`src/rtl/ram_access_controller.sv`:
```
// ram_access_controller
//   Sole master of the byte-addressed 512-byte RAM. It sequences the RAM's
//   enable/mfc handshake and arbitrates round-robin between the instruction
//   fetch port (word reads) and the data port (byte/half/word/doubleword,
//   read or write). A doubleword becomes two word beats, high word first.
//   Each ACCESS or RELEASE wait is bounded by TIMEOUT cycles; on expiry the
//   transaction completes with err=1 and zeroed read data.
//
//   Request handshake: a requester raises req with stable fields and holds
//   it until it sees its one-cycle done pulse, then drops req in the next
//   cycle. req is only looked at in IDLE; a req still high there is taken
//   as a new request.
//
// Ports
//   clk, reset                  clock, synchronous active-high reset
//   if_req/if_addr              fetch request and byte address
//   if_done/if_rdata            fetch completion pulse, fetched word (held)
//   d_req/d_rw/d_len/d_addr     data request: rw 1=read, len 0..3=B/H/W/D
//   d_wdata                     write data, right aligned
//   d_done/d_rdata              data completion pulse, read data (held)
//   err                         timeout flag, pulses with the done pulse
//   ram_*                       RAM pins (enable, read_write, length, addr,
//                               data in/out, mfc)
//   busy                        high whenever the FSM is not IDLE
module ram_access_controller #(
    parameter int TIMEOUT = 16,
    parameter int CNT_W   = 5
) (
    input  logic        clk,
    input  logic        reset,
    input  logic        if_req,
    input  logic [8:0]  if_addr,
    output logic        if_done,
    output logic [31:0] if_rdata,
    input  logic        d_req,
    input  logic        d_rw,
    input  logic [1:0]  d_len,
    input  logic [8:0]  d_addr,
    input  logic [63:0] d_wdata,
    output logic        d_done,
    output logic [63:0] d_rdata,
    output logic        err,
    output logic        ram_enable,
    output logic        ram_read_write,
    output logic [1:0]  ram_data_length,
    output logic [8:0]  ram_address,
    output logic [31:0] ram_data_in,
    input  logic [31:0] ram_data_out,
    input  logic        ram_mfc,
    output logic        busy
);

    typedef enum logic [1:0] {
        S_IDLE    = 2'd0,
        S_ACCESS  = 2'd1,
        S_RELEASE = 2'd2,
        S_DONE    = 2'd3
    } state_t;

    localparam logic [CNT_W-1:0] CNT_LAST = CNT_W'(TIMEOUT - 1);
    localparam logic [1:0]       LEN_WORD = 2'd2;
    localparam logic [1:0]       LEN_DW   = 2'd3;

    // Current state
    state_t      r_state;
    logic        r_grant_data;   // 1 = data port owns the transaction
    logic        r_last_data;    // round-robin: last grant went to data
    logic        r_beat;         // 1 = second word of a doubleword
    logic [CNT_W-1:0] r_cnt;
    logic [8:0]  r_addr;
    logic [1:0]  r_len;
    logic        r_rw;
    logic [63:0] r_wdata;
    logic [63:0] r_acc;          // read data gathered over the beats
    logic        r_err_pend;
    logic        r_if_done, r_d_done, r_err, r_busy;
    logic [31:0] r_if_rdata;
    logic [63:0] r_d_rdata;
    logic        r_ram_enable, r_ram_rw;
    logic [1:0]  r_ram_len;
    logic [8:0]  r_ram_addr;
    logic [31:0] r_ram_din;

    // Next values
    state_t      w_state_nxt;
    logic        w_grant_data_nxt, w_last_data_nxt, w_beat_nxt;
    logic [CNT_W-1:0] w_cnt_nxt;
    logic [8:0]  w_addr_nxt;
    logic [1:0]  w_len_nxt;
    logic        w_rw_nxt;
    logic [63:0] w_wdata_nxt, w_acc_nxt;
    logic        w_err_pend_nxt;
    logic        w_if_done_nxt, w_d_done_nxt, w_err_nxt, w_busy_nxt;
    logic [31:0] w_if_rdata_nxt;
    logic [63:0] w_d_rdata_nxt;
    logic        w_ram_enable_nxt, w_ram_rw_nxt;
    logic [1:0]  w_ram_len_nxt;
    logic [8:0]  w_ram_addr_nxt;
    logic [31:0] w_ram_din_nxt;
    logic        w_pick_data;

    always_comb begin
        w_state_nxt      = r_state;
        w_grant_data_nxt = r_grant_data;
        w_last_data_nxt  = r_last_data;
        w_beat_nxt       = r_beat;
        w_cnt_nxt        = r_cnt;
        w_addr_nxt       = r_addr;
        w_len_nxt        = r_len;
        w_rw_nxt         = r_rw;
        w_wdata_nxt      = r_wdata;
        w_acc_nxt        = r_acc;
        w_err_pend_nxt   = r_err_pend;
        w_if_done_nxt    = 1'b0;
        w_d_done_nxt     = 1'b0;
        w_err_nxt        = 1'b0;
        w_if_rdata_nxt   = r_if_rdata;
        w_d_rdata_nxt    = r_d_rdata;
        w_ram_enable_nxt = r_ram_enable;
        w_ram_rw_nxt     = r_ram_rw;
        w_ram_len_nxt    = r_ram_len;
        w_ram_addr_nxt   = r_ram_addr;
        w_ram_din_nxt    = r_ram_din;
        w_pick_data      = 1'b0;

        case (r_state)
            S_IDLE: begin
                if (if_req || d_req) begin
                    // With both pending, serve whichever was not served last.
                    w_pick_data      = d_req && (!if_req || !r_last_data);
                    w_grant_data_nxt = w_pick_data;
                    w_last_data_nxt  = w_pick_data;
                    w_beat_nxt       = 1'b0;
                    w_cnt_nxt        = '0;
                    w_err_pend_nxt   = 1'b0;
                    if (w_pick_data) begin
                        w_addr_nxt     = d_addr;
                        w_len_nxt      = d_len;
                        w_rw_nxt       = d_rw;
                        w_wdata_nxt    = d_wdata;
                        w_ram_addr_nxt = d_addr;
                        w_ram_rw_nxt   = d_rw;
                        w_ram_len_nxt  = (d_len == LEN_DW) ? LEN_WORD : d_len;
                        w_ram_din_nxt  = (d_len == LEN_DW) ? d_wdata[63:32]
                                                           : d_wdata[31:0];
                    end else begin
                        w_addr_nxt     = if_addr;
                        w_len_nxt      = LEN_WORD;
                        w_rw_nxt       = 1'b1;
                        w_wdata_nxt    = '0;
                        w_ram_addr_nxt = if_addr;
                        w_ram_rw_nxt   = 1'b1;
                        w_ram_len_nxt  = LEN_WORD;
                        w_ram_din_nxt  = '0;
                    end
                    w_ram_enable_nxt = 1'b1;
                    w_state_nxt      = S_ACCESS;
                end
            end

            S_ACCESS: begin
                if (ram_mfc) begin
                    if (r_rw) begin
                        if (r_len == LEN_DW) begin
                            if (r_beat) w_acc_nxt[31:0]  = ram_data_out;
                            else        w_acc_nxt[63:32] = ram_data_out;
                        end else begin
                            w_acc_nxt = {32'd0, ram_data_out};
                        end
                    end
                    w_ram_enable_nxt = 1'b0;
                    w_cnt_nxt        = '0;
                    w_state_nxt      = S_RELEASE;
                end else if (r_cnt == CNT_LAST) begin
                    w_ram_enable_nxt = 1'b0;
                    w_err_pend_nxt   = 1'b1;
                    w_state_nxt      = S_DONE;
                end else begin
                    w_cnt_nxt = r_cnt + 1'b1;
                end
            end

            S_RELEASE: begin
                if (!ram_mfc) begin
                    w_cnt_nxt = '0;
                    if (r_len == LEN_DW && !r_beat) begin
                        // Enable was low this cycle, so the RAM sees a fresh
                        // rising edge for the second beat.
                        w_beat_nxt       = 1'b1;
                        w_ram_addr_nxt   = r_addr + 9'd4;
                        w_ram_din_nxt    = r_wdata[31:0];
                        w_ram_enable_nxt = 1'b1;
                        w_state_nxt      = S_ACCESS;
                    end else begin
                        w_state_nxt = S_DONE;
                    end
                end else if (r_cnt == CNT_LAST) begin
                    w_err_pend_nxt = 1'b1;
                    w_state_nxt    = S_DONE;
                end else begin
                    w_cnt_nxt = r_cnt + 1'b1;
                end
            end

            S_DONE: begin
                w_err_nxt = r_err_pend;
                if (r_grant_data) begin
                    w_d_done_nxt = 1'b1;
                    if (r_err_pend) w_d_rdata_nxt = '0;
                    else if (r_rw)  w_d_rdata_nxt = r_acc;
                end else begin
                    w_if_done_nxt = 1'b1;
                    if (r_err_pend) w_if_rdata_nxt = '0;
                    else            w_if_rdata_nxt = r_acc[31:0];
                end
                w_state_nxt = S_IDLE;
            end

            default: w_state_nxt = S_IDLE;
        endcase

        w_busy_nxt = (w_state_nxt != S_IDLE);
    end

    always_ff @(posedge clk) begin
        if (reset) begin
            r_state      <= S_IDLE;
            r_grant_data <= 1'b0;
            r_last_data  <= 1'b0;   // makes data win the first tie
            r_beat       <= 1'b0;
            r_cnt        <= '0;
            r_addr       <= '0;
            r_len        <= '0;
            r_rw         <= 1'b0;
            r_wdata      <= '0;
            r_acc        <= '0;
            r_err_pend   <= 1'b0;
            r_if_done    <= 1'b0;
            r_d_done     <= 1'b0;
            r_err        <= 1'b0;
            r_busy       <= 1'b0;
            r_if_rdata   <= '0;
            r_d_rdata    <= '0;
            r_ram_enable <= 1'b0;
            r_ram_rw     <= 1'b0;
            r_ram_len    <= '0;
            r_ram_addr   <= '0;
            r_ram_din    <= '0;
        end else begin
            r_state      <= w_state_nxt;
            r_grant_data <= w_grant_data_nxt;
            r_last_data  <= w_last_data_nxt;
            r_beat       <= w_beat_nxt;
            r_cnt        <= w_cnt_nxt;
            r_addr       <= w_addr_nxt;
            r_len        <= w_len_nxt;
            r_rw         <= w_rw_nxt;
            r_wdata      <= w_wdata_nxt;
            r_acc        <= w_acc_nxt;
            r_err_pend   <= w_err_pend_nxt;
            r_if_done    <= w_if_done_nxt;
            r_d_done     <= w_d_done_nxt;
            r_err        <= w_err_nxt;
            r_busy       <= w_busy_nxt;
            r_if_rdata   <= w_if_rdata_nxt;
            r_d_rdata    <= w_d_rdata_nxt;
            r_ram_enable <= w_ram_enable_nxt;
            r_ram_rw     <= w_ram_rw_nxt;
            r_ram_len    <= w_ram_len_nxt;
            r_ram_addr   <= w_ram_addr_nxt;
            r_ram_din    <= w_ram_din_nxt;
        end
    end

    assign if_done         = r_if_done;
    assign if_rdata        = r_if_rdata;
    assign d_done          = r_d_done;
    assign d_rdata         = r_d_rdata;
    assign err             = r_err;
    assign busy            = r_busy;
    assign ram_enable      = r_ram_enable;
    assign ram_read_write  = r_ram_rw;
    assign ram_data_length = r_ram_len;
    assign ram_address     = r_ram_addr;
    assign ram_data_in     = r_ram_din;

endmodule

```
`config.mk`:
```
export PLATFORM = sky130hd
export DESIGN_NAME = ram_access_controller
export DESIGN_NICKNAME = d
export VERILOG_FILES = /design/src/rtl/ram_access_controller.sv
export SDC_FILE = /design/constraint.sdc
export NUM_CORES = 1
export LEC_CHECK = 0
export ABC_CLOCK_PERIOD_IN_PS = 3910
export CAP_MARGIN = 20
export CORE_AREA = 5 5 165 151
export CTS_CLUSTER_DIAMETER = 120
export DETAILED_ROUTE_END_ITERATION = 7
export DIE_AREA = 0 0 170 156
export PLACE_DENSITY = 0.74
export SLEW_MARGIN = 20
export SYNTH_ARGS = -nofsm -noshare
export SYNTH_HDL_FRONTEND = slang
export SYNTH_SLANG_ARGS = --single-unit
```
`constraint.sdc`:
```
create_clock -name clk -period 3.91 [get_ports clk]
set_clock_uncertainty 0.2 [all_clocks]
set_input_delay 0.391 -clock clk [delete_from_list [all_inputs] [get_ports clk]]
set_output_delay 0.391 -clock clk [all_outputs]
set_load 0.05 [all_outputs]
```
==> key figures, run 1 <==
Status
  • Result of the run: complete, no violations

Detailed routing
  • Routed WL: 31120 um
  • Total via count after detailed routing: 9391
  • Iteration-0 DRC Markers: 840
  • Post-route DRC: 0
  • Vias/cell: approximately 5.3
  • Total iterations of the first detailed-routing run: 5
  • Number of nets with antenna violations after detailed routing: 0
  • Mean routed wirelength per cell: 17.57 um

Timing
  • Final Max Slew Viols: 0
  • Worst slew margin: 40.71%
  • Final Hold Slack: 249.3 ps
  • Setup repair after global routing missed its margin: no
  • Final count of hold timing violations: 0
  • Total Neg Setup Slack: 0 ps
  • Maximum clock rate: between 300 and 400 MHz
  • Slack of the critical path: between 1000 and 1500 ps
  • Final worst-path cycle share: between 60% and 70%
  • Pin slew with the least headroom to its limit: ~900 ps
  • Clock period minus final worst setup slack: roughly 2600 ps
  • Final setup violation count: 0

Power
  • P_sw: 1.588 mW
  • Max IR drop VDD: between 0.2 and 0.25 mV
  • Switching Share: 25.59%
  • Sequential cell fraction of total power: around 45%
  • Total power consumption of the routed design: around 6.2 mW
  • Power density over the cells: approximately 450 nW/um^2
  • Clock power share: roughly two fifths
  • Proportion of power drawn by combinational gates: between 10 and 15%
  • Leakage power: around 4.9 nW
  • Internal power contribution: 4.618 mW

Yosys
  • Dominant synthesized flop cell: sky130_fd_sc_hd__dfxtp_1
  • Count of flip-flops with a built-in enable after synthesis: 0
  • Xor-xnor portion of the synthesized cell area: less than 1%
  • Synthesized area divided by synthesized cell count: 8.265 um^2
  • Async set or reset register ratio after synthesis: 0%
  • Post-synthesis sequential area ratio: just over 50%
  • Post-synthesis compound-gate area fraction: between 10% and 20%
  • Cell count after synthesis: 1232
  • Main combinational cell family by area after synthesis: simple AND/OR/NAND/NOR gates
  • Number of synthesized register bits: roughly 260
  • Net count after synthesis: ~1400
  • Number of distinct library cell variants in the gate-level netlist after synthesis: 46
  • Arithmetic-cell share of the synthesized area counting full adders, half adders and majority gates: less than 1%
  • Fraction of the mapped netlist area in simple logic gates: 22.08%
  • Area of the mapped netlist: slightly above 10000 um^2
  • Mux cell area share after synthesis: 1.081%
  • Warnings, synthesis: 0

Clocking
  • Clock sink total: approximately 260
  • Setup Buffers After CTS: 0
  • CTS max path bufs: 3
  • Number of gates resized after CTS: 0
  • Root buffer cell: sky130_fd_sc_hd__clkbuf_16
  • TritonCTS clock tree: built
  • Post-CTS Hold Fix Bufs: 0
  • Reg clk slew, reported paths: around 60 ps
  • Worst skew pair latency: between 500 and 600 ps
  • Number of H-tree levels: 1
  • Clock buffer count from CTS: 27

Run
  • Max-capacitance violation count: 0

Worst setup path
  • Classification of the worst setup path: register to register
  • Nature of the critical path endpoint: register
  • Last element of the critical path: ram_data_in[11]
  • Count of cells along the worst register-to-register path: 8
  • Critical Path Source: r_state[0]
  • Endpoint of the most critical register-to-register path: ram_data_in[11]
  • Crit start category: register
  • Data required time at the worst endpoint: 4080 ps
  • Minimum setup slack among reg-to-reg paths: 1280 ps
  • Launch instance of the worst register-to-register path: r_state[0]
  • Data arrival time of the critical path: 2800 ps
  • Biggest fanout along the worst timing path: 32

Worst hold path
  • Number of cells on the worst hold path: 2
  • Worst min-delay path category: register to register

Place
  • Setup slack at placement: approximately 1200 ps
  • Count of buffers from port buffering: roughly 270
  • Gpl congestion: slightly above 0.8
  • Dpl hpwl: between 20000 and 25000 um

Cells and area
  • Commonest cells after routing, fill and taps aside: 300 x sky130_fd_sc_hd__nand2_1, 265 x sky130_fd_sc_hd__clkdlybuf4s50_1, 261 x sky130_fd_sc_hd__dfxtp_1
  • Relative area change from synthesis to final layout: 36.77%
  • Fraction of layout cells with a size suffix above 1: between 5 and 6%
  • Area of combinational cells with multiple inputs: roughly 4500 um^2
  • Final nets: 1575
  • Fillers: 2016
  • FF/Latch Area: 5246 um^2
  • Most common cell after layout, fill and taps aside: sky130_fd_sc_hd__nand2_1

GRT
  • GRT overflow: 0
  • Via count of the first global-routing pass: just under 9000
  • Initial antenna violation count: 3
  • Maximum number of pins on one net before global-route repair: ~130
  • All-Layer GR Usage: approximately 22%
  • Wire length of the first global-routing pass: 49230 um

Die
  • Site row count: 53
  • Area inside the core boundary: about 23000 um^2
  • Die area: 26520 um^2
  • Count of boundary I/O pins: about 270
  • Initial core utilization: between 40% and 50%
  • Horizontal die dimension: between 150 and 200 um
  • Die outline height: between 150 and 200 um
==> state kept, by name, indices dropped and copies added, names as in the netlist, 5 cells and up <==
name and flops:
if_rdata 32, ram_address 9, d_rdata 64, r_acc 64, r_addr 9, r_wdata 32, r_cnt 5, ram_data_in 32
==> worst max-delay path, cell delays in order, from the launching register on <==
cell	delay, ps
sky130_fd_sc_hd__dfxtp_1	340
sky130_fd_sc_hd__inv_1	140
sky130_fd_sc_hd__ha_1	420
sky130_fd_sc_hd__inv_1	360
sky130_fd_sc_hd__nand3_1	160
sky130_fd_sc_hd__buf_4	370
sky130_fd_sc_hd__a21oi_1	100
sky130_fd_sc_hd__a221oi_1	290
sky130_fd_sc_hd__nor2_1	70
==> power groups by stage <==
stage          Sequential (mW)  Clock (mW)  Combinational, mW
3_3_place_gp              2.87           0              0.782
6_report                  2.81        2.60              0.793
4_1_cts                   2.81        2.64              0.793
3_5_place_dp              2.87           0              0.790
5_1_grt                   2.82        2.76              0.853
2_1_floorplan             3.00           0              0.331
==> how the worst min path moves through the flow <==
stage                  end            start  slack [ps]
3_5_place_dp      r_acc[9]         r_acc[9]         240
2_1_floorplan     r_acc[0]         r_acc[0]         230
5_1_grt        d_rdata[47]      d_rdata[47]         270
4_1_cts           r_acc[3]  ram_data_out[3]         240
6_report         r_acc[12]        r_acc[12]         250
3_3_place_gp     r_acc[21]        r_acc[21]         240
==> kinds of logic (layout without fill, tap and decap cells) <==
logic type      count (synthesis)  count (layout)
buf+inv                       106             340
mux                            11              11
fa+ha+maj                       7               7
xor+xnor                        5               5
simple gates                  522             522
compound gates                319             319
flops                         262             262
other cells                     0               3
==> routing by layer <==
| layer | wire, um | track usage, % |
|---|---|---|
| met4 | 1165 | 8.061 |
| met2 | 14010 | 34.36 |
| met3 | 2178 | 4.459 |
| met5 | 0 | 0 |
| met1 | 13770 | 31.76 |
==> synthesized netlist by cell type, drive strengths merged, types with 2 or more instances <==
cell       n  area share, %
a2111oi    4           0.59
a211o      2           0.17
a211oi    12           0.88
a21oi    176            8.7
a221oi    32            2.8
a22oi     65            4.8
a311oi     3           0.26
a31o       5           0.43
a41oi      2           0.17
and2       4           0.25
and3       4           0.25
buf       15           0.74
clkbuf    85            3.1
dfxtp    262             52
ha         7           0.86
inv        6           0.22
mux2i     11            1.1
nand2    301             11
nand2b     4           0.25
nand3      5           0.25
nand3b    33            2.4
nand4      2           0.12
nor2     123            4.5
nor2b     36            2.2
nor3       3           0.15
nor3b      2           0.20
o21a       3           0.22
o21ai      8           0.39
or2        3           0.18
xnor2      2           0.17
xor2       3           0.26
==> stage by stage <==
stage | utilization, % | area, um^2 | instances
after floorplan | - | 10180 | 1232
after global placement | 56.57 | 13020 | 1719
after detailed placement | 56.58 | 13020 | 1719
after CTS | 60.49 | 13920 | 1768
after global routing | 60.52 | 13930 | 1771
final | 60.52 | 13930 | 1771
==> area by class of cell <==
type	instances	share of cell area [%]
antenna	3	0.05391
clock buffer	36	5.382
clock inverter	13	1.069
inverter	6	0.1617
multi-input combinational	864	32.60
sequential	262	37.67
tap	302	2.713
timing repair buffer	285	20.35
Note: power is estimated with default switching activity, not from simulation.
==> inputs of run 2 (changes only) <==
--- a/config.mk
+++ b/config.mk
@@ -5,13 +5,13 @@
 export SDC_FILE = /design/constraint.sdc
 export NUM_CORES = 1
 export LEC_CHECK = 0
-export ABC_CLOCK_PERIOD_IN_PS = 3910
+export ABC_CLOCK_PERIOD_IN_PS = 2400
 export CAP_MARGIN = 20
-export CORE_AREA = 5 5 165 151
+export CORE_AREA = 5 5 167 153
 export CTS_CLUSTER_DIAMETER = 120
 export DETAILED_ROUTE_END_ITERATION = 7
-export DIE_AREA = 0 0 170 156
-export PLACE_DENSITY = 0.74
+export DIE_AREA = 0 0 172 158
+export PLACE_DENSITY = 0.75
 export SLEW_MARGIN = 20
 export SYNTH_ARGS = -nofsm -noshare
 export SYNTH_HDL_FRONTEND = slang
==> constraint.sdc (replaced) <==
create_clock -name clk -period 2.4 [get_ports clk]
set_clock_uncertainty 0.2 [all_clocks]
set_input_delay 0.24 -clock clk [delete_from_list [all_inputs] [get_ports clk]]
set_output_delay 0.24 -clock clk [all_outputs]
set_load 0.05 [all_outputs]
==> key figures, run 2 (synthesized netlist as in run 1, its figures left out) <==
Cells and area
  • Fraction of layout cells with a size suffix above 1: under 10%
  • Relative area change from synthesis to final layout: 38.39%
  • Fillers: 2124
  • Final nets: 1587
  • Post-route non-filler standard cell count: ~1800
  • Most common cell after layout, fill and taps aside: sky130_fd_sc_hd__nand2_1
  • Commonest cells after routing, fill and taps aside: 301 x sky130_fd_sc_hd__nand2_1, 265 x sky130_fd_sc_hd__clkdlybuf4s50_1, 261 x sky130_fd_sc_hd__dfxtp_1

Power
  • Power density over the cells: approximately 700 nW/um^2
  • Max IR drop VDD: between 0.5 and 0.6 mV
  • Leakage power: around 5 nW

GRT
  • All-Layer GR Usage: 22.04%
  • GRT overflow: 0
  • Wire length of the first global-routing pass: approximately 49000 um
  • Via count of the first global-routing pass: 9272
  • Initial antenna violation count: 3
  • Maximum number of pins on one net before global-route repair: about 100

Detailed routing
  • Routed WL: 31220 um
  • Iteration-0 DRC Markers: 666
  • Mean routed wirelength per cell: approximately 17 um
  • Total iterations of the first detailed-routing run: 5
  • Number of nets with antenna violations after detailed routing: 0
  • Post-route DRC: 0
  • Total via count after detailed routing: ~9500
  • Vias/cell: 5.316

Clocking
  • TritonCTS clock tree: built
  • Worst skew pair latency: 530 ps
  • Number of H-tree levels: 1
  • Setup Buffers After CTS: 0
  • Clock sink total: 262
  • Reg clk slew, reported paths: about 60 ps
  • Clock buffer count from CTS: 28
  • Root buffer cell: sky130_fd_sc_hd__clkbuf_16
  • CTS max path bufs: 3

Timing
  • Setup repair after global routing missed its margin: no
  • Worst slew margin: between 40% and 50%
  • Final Max Slew Viols: 0
  • Final worst-path cycle share: a little over nine tenths
  • Final count of hold timing violations: 0
  • Pin slew with the least headroom to its limit: 759.2 ps
  • Total Neg Setup Slack: 0 ps
  • Final setup violation count: 0
  • Maximum clock rate: roughly 440 MHz
  • Clock period minus final worst setup slack: 2277 ps

Die
  • Initial core utilization: a little over two fifths
  • Die outline height: approximately 160 um
  • Site row count: 54
  • Die area: around 27000 um^2
  • Count of boundary I/O pins: between 200 and 300
  • Area inside the core boundary: approximately 24000 um^2
  • Horizontal die dimension: around 170 um

Place
  • Gpl congestion: approximately 0.84
  • Dpl hpwl: 20410 um
  • Placed Cells: 1735
  • Count of buffers from port buffering: 266

Worst setup path
  • Data arrival time of the critical path: ~1800 ps
  • Crit start category: register
  • Classification of the worst setup path: register to primary output
  • Nature of the critical path endpoint: primary output
  • Dominant delay contributor by cell family on the critical path: buffers and inverters
  • Data required time at the worst endpoint: around 2000 ps
  • Cell with the biggest individual delay on the critical path: sky130_fd_sc_hd__clkdlybuf4s50_1
  • Ordered list of cells on the worst path: clkdlybuf4s50_1
  • Number of buffer and inverter instances along the worst setup path: 1
  • Slowest Stage Delay on Critical Path: roughly 850 ps
  • Biggest fanout along the worst timing path: 5

Run
  • Max-capacitance violation count: 0

Worst hold path
  • Worst min-delay path category: primary input to register

Status
  • Result of the run: complete, no violations
-- run 2: changes by cell type in the layout (fill, tap and decap cells not counted), moves of 2 or more --
cell / before / now
sky130_fd_sc_hd__buf_4: 17 / 20
sky130_fd_sc_hd__clkinv_2: 7 / 4
sky130_fd_sc_hd__clkbuf_8: 5 / 9
sky130_fd_sc_hd__clkinvlp_4: 2 / 0
sky130_fd_sc_hd__bufinv_16: 3 / 0
sky130_fd_sc_hd__buf_12: 2 / 9
sky130_fd_sc_hd__clkbuf_16: 27 / 29
-- run 2: tightest hold or removal path, stage by stage --
cell and delay, ps:
sky130_fd_sc_hd__clkdlybuf4s50_1 420, sky130_fd_sc_hd__nand2_1 70, sky130_fd_sc_hd__a21oi_1 50
-- run 2: where the power goes --
group	switching (mW)	total (mW)	leakage [nW]	internal, mW
sequential	0.0923	4.59	2.13	4.49
combinational	0.779	1.32	2.44	0.538
clock	1.70	4.13	0.439	2.42
total	2.57	10.0	5.00	7.46
-- run 2: cell type report --
type,count,area [um^2],area share [%]
diodes,3,7.507,0.05328
clock inverters,5,28.78,0.2042
repair buffers,296,3007,21.34
flip-flops and latches,262,5246,37.23
clock buffers,41,850.8,6.038
well taps,308,385.4,2.735
inverters,6,22.52,0.1598
multi-input cells,864,4543,32.24
-- run 2: final timing paths --
kind	start	to	slack [ps]	depth (start not counted)
setup / recovery	ram_read_write	ram_read_write	120	1
hold / removal	ram_data_out[30]	r_acc[30]	90	3
setup reg to reg	r_state[0]	ram_data_in[17]	140	7
hold reg to reg	r_acc[5]	r_acc[5]	250	2
-- run 2: what timing repair did --
item / CTS / global route
endpoints found under the setup margin: 0 / 1
endpoints found under the hold margin: 37 / 0
hold buffers: 1 / 0
resized for setup: 0 / 1
-- run 2: routing by layer --
metal / share of wire [%] / vias to the layer above / GRT usage, %
met5: 0 / - / 0
met4: 3.5 / 0 / 8.121
met3: 6.0 / 71 / 4.370
met2: 46 / 271 / 34.98
met1: 45 / 4487 / 29.91
li1: - / 4660 / -
-- run 2: through the flow --
stage	setup WS, ps	area (um^2)	hold slack [ps]	util, %	power, mW
after floorplan	391.4	10180	176.0	-	5.426
after global routing	8.027	14090	107.8	59.25	10.42
after global placement	207.8	13190	237.3	55.45	5.970
after CTS	86.18	14080	78.71	59.19	10.11
after detailed placement	134.9	13190	241.7	55.45	5.985
final	122.8	14090	93.24	59.25	10.03
==> inputs of run 3 (changes only) <==
--- a/config.mk
+++ b/config.mk
@@ -7,11 +7,11 @@
 export LEC_CHECK = 0
 export ABC_CLOCK_PERIOD_IN_PS = 2400
 export CAP_MARGIN = 20
-export CORE_AREA = 5 5 167 153
+export CORE_AREA = 5 5 165 151
 export CTS_CLUSTER_DIAMETER = 120
 export DETAILED_ROUTE_END_ITERATION = 7
-export DIE_AREA = 0 0 172 158
-export PLACE_DENSITY = 0.75
+export DIE_AREA = 0 0 170 156
+export DONT_BUFFER_PORTS = 1
 export SLEW_MARGIN = 20
 export SYNTH_ARGS = -nofsm -noshare
 export SYNTH_HDL_FRONTEND = slang
==> key figures, run 3 (synthesized netlist as in run 1, its figures left out) <==
Status
  • Result of the run: complete, but fails checks
  • Failing checks: negative hold slack

Worst setup path
  • Nature of the critical path endpoint: register
  • Crit start category: register
  • Classification of the worst setup path: register to register
  • Data arrival time of the critical path: 2580 ps
  • Data required time at the worst endpoint: 2630 ps
  • Biggest fanout along the worst timing path: 10

Timing
  • Clock period minus final worst setup slack: between 2000 and 2500 ps
  • Final worst-path cycle share: 98.19%
  • Setup repair after global routing missed its margin: yes
  • Pin slew with the least headroom to its limit: between 600 and 700 ps
  • Maximum clock rate: approximately 420 MHz
  • Final setup violation count: 0
  • Final count of hold timing violations: roughly 180
  • Final Hold Slack: -393.5 ps
  • Worst slew margin: approximately 56%
  • Final Max Slew Viols: 0

Die
  • Count of boundary I/O pins: between 200 and 300
  • Die area: between 20000 and 30000 um^2
  • Die outline height: between 150 and 200 um
  • Area inside the core boundary: between 20000 and 25000 um^2
  • Horizontal die dimension: 170 um
  • Site row count: 53
  • Initial core utilization: between 40% and 50%

Clocking
  • Root buffer cell: sky130_fd_sc_hd__clkbuf_16
  • Number of H-tree levels: 1
  • Reg clk slew, reported paths: roughly 60 ps
  • Clock buffer count from CTS: 28
  • Setup Buffers After CTS: 0
  • Worst skew pair latency: about 540 ps
  • CTS max path bufs: 3
  • Clock sink total: around 260
  • TritonCTS clock tree: built

Power
  • Max IR drop VDD: 0.4784 mV
  • Switching Share: between 20% and 30%
  • Power density over the cells: between 800 and 900 nW/um^2
  • Proportion of power drawn by combinational gates: under 10%
  • Internal power contribution: 7.803 mW
  • Leakage power: approximately 4.8 nW
  • Sequential cell fraction of total power: 46.4%
  • Clock power share: approximately 46%
  • P_sw: around 2.6 mW
  • Total power consumption of the routed design: just over 10 mW

Place
  • Count of buffers from port buffering: 0
  • Dpl hpwl: 18410 um
  • Gpl congestion: 0.7768

Cells and area
  • Area of combinational cells with multiple inputs: roughly 4600 um^2
  • Final nets: 1436
  • Antenna cell count: 0
  • Most common cell after layout, fill and taps aside: sky130_fd_sc_hd__nand2_1
  • Fraction of layout cells with a size suffix above 1: under 10%
  • Fillers: 2132
  • Relative area change from synthesis to final layout: 25.49%
  • Commonest cells after routing, fill and taps aside: 301 x sky130_fd_sc_hd__nand2_1, 259 x sky130_fd_sc_hd__dfxtp_1, 176 x sky130_fd_sc_hd__a21oi_1
  • FF/Latch Area: about 5200 um^2

GRT
  • Layer carrying the most global-route usage: met2
  • All-Layer GR Usage: 21.29%
  • Initial antenna violation count: 0
  • Met3 usage: about 7.5%
  • GR Util met1: about 29%
  • Met2 routing resource usage after global routing: between 30% and 40%
  • Maximum number of pins on one net before global-route repair: roughly 260
  • Via count of the first global-routing pass: approximately 8100
  • Wire length of the first global-routing pass: about 46000 um
  • GRT overflow: 0

Detailed routing
  • Mean routed wirelength per cell: roughly 19 um
  • Vias/cell: 5.472
  • Post-route DRC: 0
  • Iteration-0 DRC Markers: slightly below 700
  • Routed WL: 30990 um
  • Total via count after detailed routing: about 8900
  • Total iterations of the first detailed-routing run: 5
  • Number of nets with antenna violations after detailed routing: 0

Run
  • Max-capacitance violation count: 0

Worst hold path
  • Worst min-delay path category: primary input to register
## run 3: changes by cell type in the layout (fill, tap and decap cells not counted), sizes merged, moves of 3 or more
cell / previous run / this run
diode: 3 / 0
clkinvlp: 0 / 5
clkbuf: 42 / 37
bufinv: 0 / 6
clkdlybuf4s50: 265 / 0
dlygate4sd3: 1 / 118
buf: 29 / 26
## run 3: power by group through the flow
stage,Sequential (mW),Combinational (mW),Clock (mW)
floorplan,4.89,0.539,0
global placement,4.91,0.646,0
detailed placement,4.91,0.658,0
CTS,4.81,0.683,4.89
global route,4.83,0.823,5.10
finish,4.81,0.744,4.81
## run 3: final timing paths
path / startpoint / end / slack (ps) / depth (start not counted)
worst max-delay path: r_state[0] / busy / 40 / 7
worst min-delay path: reset / ram_address[7] / -390 / 1
worst max register to register: r_state[0] / busy / 40 / 7
worst min register to register: r_acc[31] / r_acc[31] / 250 / 2
## run 3: what timing repair did
action,4_1_cts,5_1_grt
gates resized for setup,0,14
setup endpoints to repair,0,38
hold buffers,50,68
endpoints found under the hold margin,262,219
## run 3: final cells by class
class | instances | share of cell area, %
clock buffer | 36 | 6.277
clock inverter | 15 | 1.890
inverter | 6 | 0.1763
multi-input combinational | 864 | 35.94
sequential | 262 | 41.08
tap | 302 | 2.957
timing repair buffer | 145 | 11.68
## run 3: critical path, stage by stage (launching register included)
cell                            delay [ps]
sky130_fd_sc_hd__dfxtp_1               390
sky130_fd_sc_hd__inv_2                 100
sky130_fd_sc_hd__ha_4                  200
sky130_fd_sc_hd__and2_1                170
sky130_fd_sc_hd__o32ai_1               220
sky130_fd_sc_hd__a311oi_1              120
sky130_fd_sc_hd__dlygate4sd3_1         580
sky130_fd_sc_hd__or2_2                 270
## run 3: metrics by stage
step / setup WS [ps] / util, % / setup TNS (ps) / std cells / instance area (um^2)
after global routing: -9.469 / 55.53 / -23.60 / 1630 / 12780
after CTS: 19.72 / 52.23 / 0 / 1561 / 12020
final: 43.35 / 55.53 / 0 / 1630 / 12780
after global placement: 256.9 / 45.52 / 0 / 1460 / 10470
after floorplan: 391.4 / - / 0 / 1232 / 10180
after detailed placement: 181.5 / 45.52 / 0 / 1460 / 10480
## run 3: layer usage
layer / wire [um] / vias up
met5: 0 / -
met4: 631 / 0
met3: 2804 / 41
met2: 13640 / 263
met1: 13910 / 4247
li1: - / 4368
